==> config.mk <==
export PLATFORM = sky130hd
export DESIGN_NAME = count_pwm
export DESIGN_NICKNAME = d
export VERILOG_FILES = /design/src/rtl/count_pwm.sv
export SDC_FILE = /design/constraint.sdc
export NUM_CORES = 1
export LEC_CHECK = 0
export ABC_AREA = 1
export BUFFER_PORTS_ARGS = -buffer_cell sky130_fd_sc_hd__buf_2
export CAP_MARGIN = 30
export CORE_ASPECT_RATIO = 2
export CORE_MARGIN = 4
export CORE_UTILIZATION = 51
export CTS_CLUSTER_DIAMETER = 30
export DETAILED_ROUTE_END_ITERATION = 6
export GPL_TIMING_DRIVEN = 0
export PLACE_DENSITY = 0.76
export SETUP_SLACK_MARGIN = 0.15
export SYNTH_ARGS = -nofsm -noshare
export SYNTH_HDL_FRONTEND = slang
export SYNTH_SLANG_ARGS = --single-unit
==> constraint.sdc <==
create_clock -name clk -period 2.35 [get_ports clk]
set_input_delay 0.705 -clock clk [delete_from_list [all_inputs] [get_ports clk]]
set_output_delay 0.705 -clock clk [all_outputs]
set_load 0.03 [all_outputs]
==> src/rtl/count_pwm.sv <==
// PWM generator slaved to an external 8-bit up/down counter, with IDLE/ARMED/RUN sequencing.
// Define COUNT_PWM_SAT_EN to make period_cnt saturate at 16'hFFFF instead of wrapping.
module count_pwm #(
  parameter logic POL = 1'b1
) (
  input  logic        clk,
  input  logic        rst,
  input  logic [7:0]  val,
  input  logic        crt,
  input  logic        en,
  input  logic [7:0]  duty_in,
  input  logic        duty_wr,
  output logic        pwm,
  output logic        period_done,
  output logic [15:0] period_cnt,
  output logic [1:0]  state_o
);

  typedef enum logic [1:0] {
    IDLE  = 2'b00,
    ARMED = 2'b01,
    RUN   = 2'b10
  } state_e;

  state_e      state_q, state_d;
  logic [7:0]  val_q;
  logic        crt_q;
  logic [7:0]  duty_sh_q, duty_sh_d;
  logic [7:0]  duty_act_q, duty_act_d;
  logic [15:0] period_cnt_q, period_cnt_d;
  logic [15:0] cnt_inc;
  logic        pwm_q, pwm_d;
  logic        period_done_q, period_done_d;
  logic        wrap;

  // A wrap is only trusted when the direction is stable across the two samples.
  assign wrap = (crt == crt_q) &&
                (( crt && (val_q == 8'd255) && (val == 8'd0)) ||
                 (!crt && (val_q == 8'd0)   && (val == 8'd255)));

`ifdef COUNT_PWM_SAT_EN
  assign cnt_inc = (period_cnt_q == 16'hFFFF) ? period_cnt_q : period_cnt_q + 16'd1;
`else
  assign cnt_inc = period_cnt_q + 16'd1;
`endif

  // duty_wr is a single-cycle strobe with no back-pressure: duty_in is taken on any edge it is high.
  always_comb begin
    state_d       = state_q;
    duty_sh_d     = duty_wr ? duty_in : duty_sh_q;
    duty_act_d    = duty_act_q;
    period_cnt_d  = period_cnt_q;
    period_done_d = 1'b0;
    case (state_q)
      IDLE: begin
        if (en) begin
          state_d      = ARMED;
          duty_act_d   = duty_sh_q;
          period_cnt_d = 16'd0;
        end
      end
      ARMED: begin
        if (!en) begin
          state_d = IDLE;
        end else if (wrap) begin
          state_d    = RUN;
          duty_act_d = duty_wr ? duty_in : duty_sh_q;
        end
      end
      RUN: begin
        if (!en) begin
          state_d = IDLE;
        end else if (wrap) begin
          duty_act_d    = duty_wr ? duty_in : duty_sh_q;
          period_done_d = 1'b1;
          period_cnt_d  = cnt_inc;
        end
      end
      default: state_d = IDLE;
    endcase
    // Compare against the post-edge duty so a new period starts with its new duty at val 0.
    pwm_d = ((state_d == RUN) && (val < duty_act_d)) ? POL : ~POL;
  end

  always_ff @(posedge clk or negedge rst) begin
    if (!rst) begin
      state_q       <= IDLE;
      val_q         <= 8'd0;
      crt_q         <= 1'b1;
      duty_sh_q     <= 8'd0;
      duty_act_q    <= 8'd0;
      period_cnt_q  <= 16'd0;
      pwm_q         <= ~POL;
      period_done_q <= 1'b0;
    end else begin
      state_q       <= state_d;
      val_q         <= val;
      crt_q         <= crt;
      duty_sh_q     <= duty_sh_d;
      duty_act_q    <= duty_act_d;
      period_cnt_q  <= period_cnt_d;
      pwm_q         <= pwm_d;
      period_done_q <= period_done_d;
    end
  end

  assign pwm         = pwm_q;
  assign period_done = period_done_q;
  assign period_cnt  = period_cnt_q;
  assign state_o     = state_q;

endmodule

==> impl_metrics.csv, run 1 <==
group,metric,value,unit
clock_tree,clock_path_buffers,2,
clock_tree,clock-sinks,45,
detailed_routing,drt-total-wl,6.39,mm
floorplan,core-area,0.00491,mm^2
timing,relSlewSlack,0.676,
power,p_per_area,766,mW/mm^2
logic_synthesis,syn_area_per_cell,8.49,um^2
detailed_routing,drc,0,
clock_tree,cts_tree,"done",
placed_design,place_hpwl,4.79,mm
logic_synthesis,synth_area_leaders,"dfrtp_1 (42%), nand2_1 (7.2%), ha_1 (5.7%), inv_1 (5.7%), nor2_1 (5.0%)",
global_routing,grt_use_total,0.216,
critical_path,critPathCaptureType,"register",
floorplan,die-area,0.00642,mm^2
critical_path,critPathMaxFanout,7,
logic_synthesis,syn_inst,309,
logic_synthesis,syn_nets,342,
floorplan,initial_utilization,0.534,
logic_synthesis,async_flop_share,1.00,
logic_synthesis,yosysWarnings,0,
floorplan,pin_count,41,
cells_and_area,drive_above_1_share,0.292,
floorplan,die_x,58.7,um
cells_and_area,antenna_cells,0,
worst_hold_path,min_path_type,"in -> async",
timing,setup_viol,1,
timing,skew,0.00454,ns
status,outcome,"finished with violations",
critical_path,crit_chain,"buf_8, or2_0, nor2_1, nand3_1, nand2_4, nand2_4, buf_6, o211ai_1, a22oi_2, inv_2, ha_4, a21oi_2, nor2_1, a211oi_1, nand4_1, a21oi_2",
timing,worst_slew_pin_slew,0.486,ns
logic_synthesis,post-synth-top-area-fraction,0.420,
placed_design,place_area,0.00292,mm^2
global_routing,grt-ovfl-total,0,
power,total_power,2.46,mW
clock_tree,numCtsBuffers,5,
timing,fin_crit,2.54,ns
cells_and_area,final_nets,398,
logic_synthesis,synth_most_common_cell,"nand2_1",
logic_synthesis,synth.largest_area_cell,"dfrtp_1",
logic_synthesis,ys_top_cells_by_count,"nand2_1 (50), dfrtp_1 (44), inv_1 (40), nor2_1 (35), nand3_1 (20)",
timing,hold_violations,0,
placed_design,gp_congestion,0.933,
global_routing,antenna_found_initial,0,
detailed_routing,vias_per_cell,5.56,
timing,rsz0062_at_grt,"yes",
critical_path,cp_num_buf_inv,3,
clock_tree,clk_pin_slew_worst_paths,0.08,ns
critical_path,cp_top_family,"simple AND/OR/NAND/NOR gates",
logic_synthesis,synth_edf_count,0,
clock_tree,root_buffer,"clkbuf_8",
cells_and_area,fillers,428,
critical_path,cp.required,2.59,ns
placed_design,port_buffers,39,
logic_synthesis,synth_cell_types,35,
detailed_routing,final_antenna_net_count,0,
power,ir_drop,0.000524,V
status,violations,"setup timing",
critical_path,slowest_delay,0.21,ns
detailed_routing,wire_per_inst,15.1,um
clock_tree,clk_latency,0.30,ns
logic_synthesis,synth-seq-cells,45,
power,p_leak,1.61,nW
logic_synthesis,ys_seq_area_frac,0.430,
critical_path,cp.arrival,2.78,ns
cells_and_area,areaGrowthSynthToFinish,22.2,%
timing,report.final.slew_viol_count,0,
logic_synthesis,synth_area,0.00262,mm^2
detailed_routing,firstDrtPassIters,6,
timing,max_freq,393,MHz
global_routing,grt_pass1_vias,2328,
detailed_routing,dr.first_iter.drc_count,81,
floorplan,row_count,36,
timing,finalCritPeriodShare,1.08,
global_routing,grt_pass1_wl,10.5,mm
detailed_routing,vias,2353,
floorplan,die_h,109,um
job,drv_cap,0,
critical_path,start_kind,"primary input",
clock_tree,ctsHtreeMaxLevel,2,
timing,fin_ws,-0.195,ns
critical_path,critical_path_class,"in -> reg",
clock_tree,hold_buffers,0,
critical_path,critPathSlowestCell,"or2_0",
global_routing,grt_max_degree,35,
cells_and_area,final_area,0.00320,mm^2
logic_synthesis,synth_flop_cell,"dfrtp_1",
[layer usage]
layer  track usage  routed length, um
met4         0.141                354
met1         0.219               2270
met5             0                  0
met2         0.398               3520
met3        0.0235                241
[cell families (layout without fill, tap and decap cells)]
family / after synthesis / in the layout / synth area share
AO/OA/AOI/OAI: 49 / 49 / 0.118
buffers and inverters: 53 / 110 / 0.0806
AND/OR/NAND/NOR: 135 / 135 / 0.256
XOR/XNOR: 6 / 6 / 0.0200
flip-flops: 45 / 45 / 0.430
multiplexers: 9 / 9 / 0.0386
adder cells (fa/ha/maj): 12 / 12 / 0.0573
[cell type report]
| cell class | instances | area, um^2 | area share |
|---|---|---|---|
| Inverter | 44 | 165 | 0.0515 |
| Multi-Input combinational cell | 211 | 1360 | 0.425 |
| Timing Repair Buffer | 49 | 303 | 0.0945 |
| Clock buffer | 6 | 82.6 | 0.0258 |
| Clock inverter | 2 | 37.5 | 0.0117 |
| Sequential cell | 45 | 1130 | 0.352 |
| Tap cell | 57 | 71.3 | 0.0223 |
| Buffer | 9 | 53.8 | 0.0168 |
[cells in the final DEF (no fill, tap or decap), types with 3 or more instances in the layout]
cell / count
a211oi_1: 8
a21oi_1: 11
a22oi_1: 3
a22oi_2: 4
buf_2: 40
buf_4: 9
clkbuf_8: 6
dfrtp_1: 43
ha_1: 9
inv_1: 38
inv_2: 6
mux2_2: 9
nand2_1: 50
nand2_4: 4
nand3_1: 20
nand4_1: 5
nor2_1: 34
nor2_2: 5
nor3_1: 4
o211ai_1: 8
o21ai_0: 10
xor2_1: 6
[sequential cells by signal, indices dropped and copies added (netlist names)]
| register | count |
|---|---|
| crt_q | 1 |
| val_q | 8 |
| duty_sh_q | 8 |
| duty_act_q | 8 |
| period_done | 1 |
| period_cnt | 16 |
| state_o | 2 |
| pwm | 1 |
[power breakdown]
group          leakage, nW  total, mW  internal, mW  switching, mW
registers            0.570      0.918         0.876         0.0419
clock network       0.0574      0.613         0.346          0.268
logic                0.984      0.924         0.362          0.562
[stage by stage]
| stage | TNS [ns] | std cells | util | worst slack [ns] | hold slack, ns |
|---|---|---|---|---|---|
| 3_3_place_gp | -0.878 | 405 | 0.591 | -0.660 | 0.512 |
| 4_1_cts | -0.307 | 420 | 0.639 | -0.307 | 0.275 |
| 6_report | -0.195 | 423 | 0.653 | -0.195 | 0.273 |
| 5_1_grt | -0.351 | 423 | 0.653 | -0.351 | 0.286 |
| 2_1_floorplan | -0.216 | 309 | - | -0.216 | 0.409 |
| 3_5_place_dp | -0.917 | 406 | 0.595 | -0.725 | 0.516 |
[worst paths after layout]
check	startpoint	slack, ns	depth (start not counted)	endpoint
setup / recovery	val[4]	-0.19	16	pwm$_DFF_PN0_
hold / removal	rst	0.27	1	val_q[4]$_DFF_PN0_
setup reg to reg	state_o[1]$_DFF_PN0_	-0.12	11	pwm$_DFF_PN0_
hold reg to reg	duty_sh_q[1]$_DFF_PN0_	0.54	1	duty_sh_q[1]$_DFF_PN0_
max in group asynchronous	rst	1.60	2	period_cnt[0]$_DFFE_PN0P_
min in group clk	val[4]	0.51	1	val_q[4]$_DFF_PN0_
[timing repair]
action,4_1_cts,5_1_grt
hold endpoints to repair,0,0
endpoints found under the setup margin,12,6
pin swaps,11,16
setup buffers,6,3
cloned,0,0
gates resized for setup,12,10
Note: power is estimated with default switching activity, not from simulation.
==> inputs of run 2 (changes only) <==
--- a/config.mk
+++ b/config.mk
@@ -10,11 +10,11 @@
 export CAP_MARGIN = 30
 export CORE_ASPECT_RATIO = 2
 export CORE_MARGIN = 4
-export CORE_UTILIZATION = 51
+export CORE_UTILIZATION = 55
 export CTS_CLUSTER_DIAMETER = 30
 export DETAILED_ROUTE_END_ITERATION = 6
 export GPL_TIMING_DRIVEN = 0
-export PLACE_DENSITY = 0.76
+export PLACE_DENSITY = 0.78
 export SETUP_SLACK_MARGIN = 0.15
 export SYNTH_ARGS = -nofsm -noshare
 export SYNTH_HDL_FRONTEND = slang
==> constraint.sdc (replaced) <==
create_clock -name clk -period 3.08 [get_ports clk]
set_input_delay 0.924 -clock clk [delete_from_list [all_inputs] [get_ports clk]]
set_output_delay 0.924 -clock clk [all_outputs]
set_load 0.03 [all_outputs]
==> impl_metrics.csv, run 2 (same netlist as run 1, synthesis figures left out) <==
group,metric,value,unit
placed_design,post-place-ws,-0.213,ns
floorplan,die-area,0.00600,mm^2
floorplan,initial_utilization,0.570,
floorplan,die_h,106,um
global_routing,busiest_layer,"met2",
floorplan,row_count,35,
critical_path,reg2reg_slack,0.22,ns
critical_path,critPathMaxFanout,7,
critical_path,cp.required,3.31,ns
global_routing,grt-ovfl-total,0,
cells_and_area,largest_register_ffs,16,
cells_and_area,final_common_cell,"nand2_1",
timing,fin_crit,3.04,ns
floorplan,core-area,0.00460,mm^2
global_routing,grt_max_degree,35,
clock_tree,ctsHtreeMaxLevel,2,
timing,report.final.slew_viol_count,0,
placed_design,gp_congestion,0.886,
timing,finalCritPeriodShare,0.985,
detailed_routing,firstDrtPassIters,4,
detailed_routing,final_antenna_net_count,0,
detailed_routing,drt-total-wl,6.81,mm
cells_and_area,drive_above_1_share,0.266,
floorplan,die_x,56.8,um
global_routing,met2_usage,0.421,
global_routing,grt_util_met1,0.227,
critical_path,cp.arrival,3.27,ns
global_routing,antenna_found_initial,0,
placed_design,place_area,0.00291,mm^2
clock_tree,clock_path_buffers,2,
power,total_power,1.78,mW
detailed_routing,wire_per_inst,16.2,um
floorplan,pin_count,41,
global_routing,grt_pass1_wl,10.8,mm
detailed_routing,vias_per_cell,5.74,
critical_path,r2r-end,"pwm$_DFF_PN0_",
global_routing,grt_pass1_vias,2404,
timing,setup_viol,0,
global_routing,grt_use_met3,0.0343,
timing,hold_violations,0,
clock_tree,clk_pin_slew_worst_paths,0.08,ns
placed_design,place_hpwl,4.88,mm
critical_path,reg2reg_depth,11,
clock_tree,cts_tree,"done",
detailed_routing,vias,2409,
critical_path,critPathCaptureType,"register",
power,ir_drop,0.000445,V
detailed_routing,drc,0,
cells_and_area,final_nets,397,
timing,fin_ws,0.0449,ns
timing,whs,0.488,ns
power,p_leak,1.60,nW
clock_tree,numCtsBuffers,5,
clock_tree,clock-sinks,45,
global_routing,grt_use_total,0.228,
power,p_per_area,567,mW/mm^2
detailed_routing,dr.first_iter.drc_count,96,
timing,worst_slew_pin_slew,0.503,ns
status,outcome,"completed",
cells_and_area,antenna_cells,0,
placed_design,port_buffers,39,
cells_and_area,layout_common_cells,"nand2_1 (50), dfrtp_1 (44), inv_1 (39), buf_2 (39), nor2_1 (34)",
cells_and_area,final_area,0.00313,mm^2
timing,relSlewSlack,0.664,
timing,max_freq,329,MHz
critical_path,critPathCapture,"pwm$_DFF_PN0_",
timing,rsz0062_at_grt,"yes",
critical_path,rr_startpoint,"state_o[1]$_DFF_PN0_",
clock_tree,root_buffer,"clkbuf_8",
timing,skew,0.00971,ns
worst_hold_path,min_path_type,"in -> async",
critical_path,critical_path_class,"in -> reg",
critical_path,crit_start,"val[5]",
job,drv_cap,0,
critical_path,start_kind,"primary input",
cells_and_area,areaGrowthSynthToFinish,19.4,%
clock_tree,clk_latency,0.31,ns
## run 2: worst max-delay path, stage by stage
cell,delay [ns]
buf_8,0.10
or2_0,0.22
nor2_1,0.15
nand3_2,0.11
nand2_4,0.10
nand2_4,0.08
buf_6,0.15
o211ai_1,0.20
a22oi_2,0.11
inv_2,0.12
ha_4,0.21
a21oi_2,0.16
nor2_1,0.06
a211oi_1,0.26
nand4_1,0.17
a21oi_1,0.15
## run 2: final cells by class
class | count | area (um^2)
fillers | 414 | 1470
clock buffers | 7 | 96.3
clock inverters | 1 | 5.00
inverters | 44 | 165
repair buffers | 48 | 294
flip-flops and latches | 45 | 1130
well taps | 55 | 68.8
multi-input cells | 211 | 1320
plain buffers | 9 | 52.6
## run 2: how the worst min path moves through the flow
| stage | startpoint | end | slack [ns] |
|---|---|---|---|
| after global routing | rst | val_q[4]$_DFF_PN0_ | 0.51 |
| after CTS | rst | val_q[5]$_DFF_PN0_ | 0.50 |
| final | rst | val_q[5]$_DFF_PN0_ | 0.49 |
| after global placement | duty_sh_q[0]$_DFF_PN0_ | duty_sh_q[0]$_DFF_PN0_ | 0.51 |
| after detailed placement | duty_sh_q[1]$_DFF_PN0_ | duty_sh_q[1]$_DFF_PN0_ | 0.52 |
| after floorplan | duty_sh_q[0]$_DFF_PN0_ | duty_sh_q[0]$_DFF_PN0_ | 0.48 |
## run 2: per-layer routing
layer | part of all wire | vias to the layer above
met5 | 0 | -
met4 | 0.049 | 0
met3 | 0.043 | 27
met2 | 0.57 | 80
met1 | 0.34 | 1171
li1 | - | 1131
## run 2: what timing repair did
item / 4_1_cts / 5_1_grt
hold buffers: 0 / 0
buffers inserted: 1 / 6
pin swaps: 1 / 14
gates resized for setup: 4 / 14
endpoints found under the setup margin: 1 / 1
cloned: 0 / 1
## run 2: power by group
part	internal (mW)	total (mW)	switching (mW)
Combinational	0.243	0.666	0.422
Clock	0.203	0.406	0.204
Sequential	0.667	0.704	0.0363
Total	1.11	1.78	0.662
## run 2: metrics by stage
stage               TNS [ns]  std cells  utilization
floorplan                  0        309            -
global placement      -0.150        403        0.628
detailed placement    -0.213        404        0.632
CTS                        0        413        0.659
global route          -0.109        420        0.681
finish                     0        420        0.681
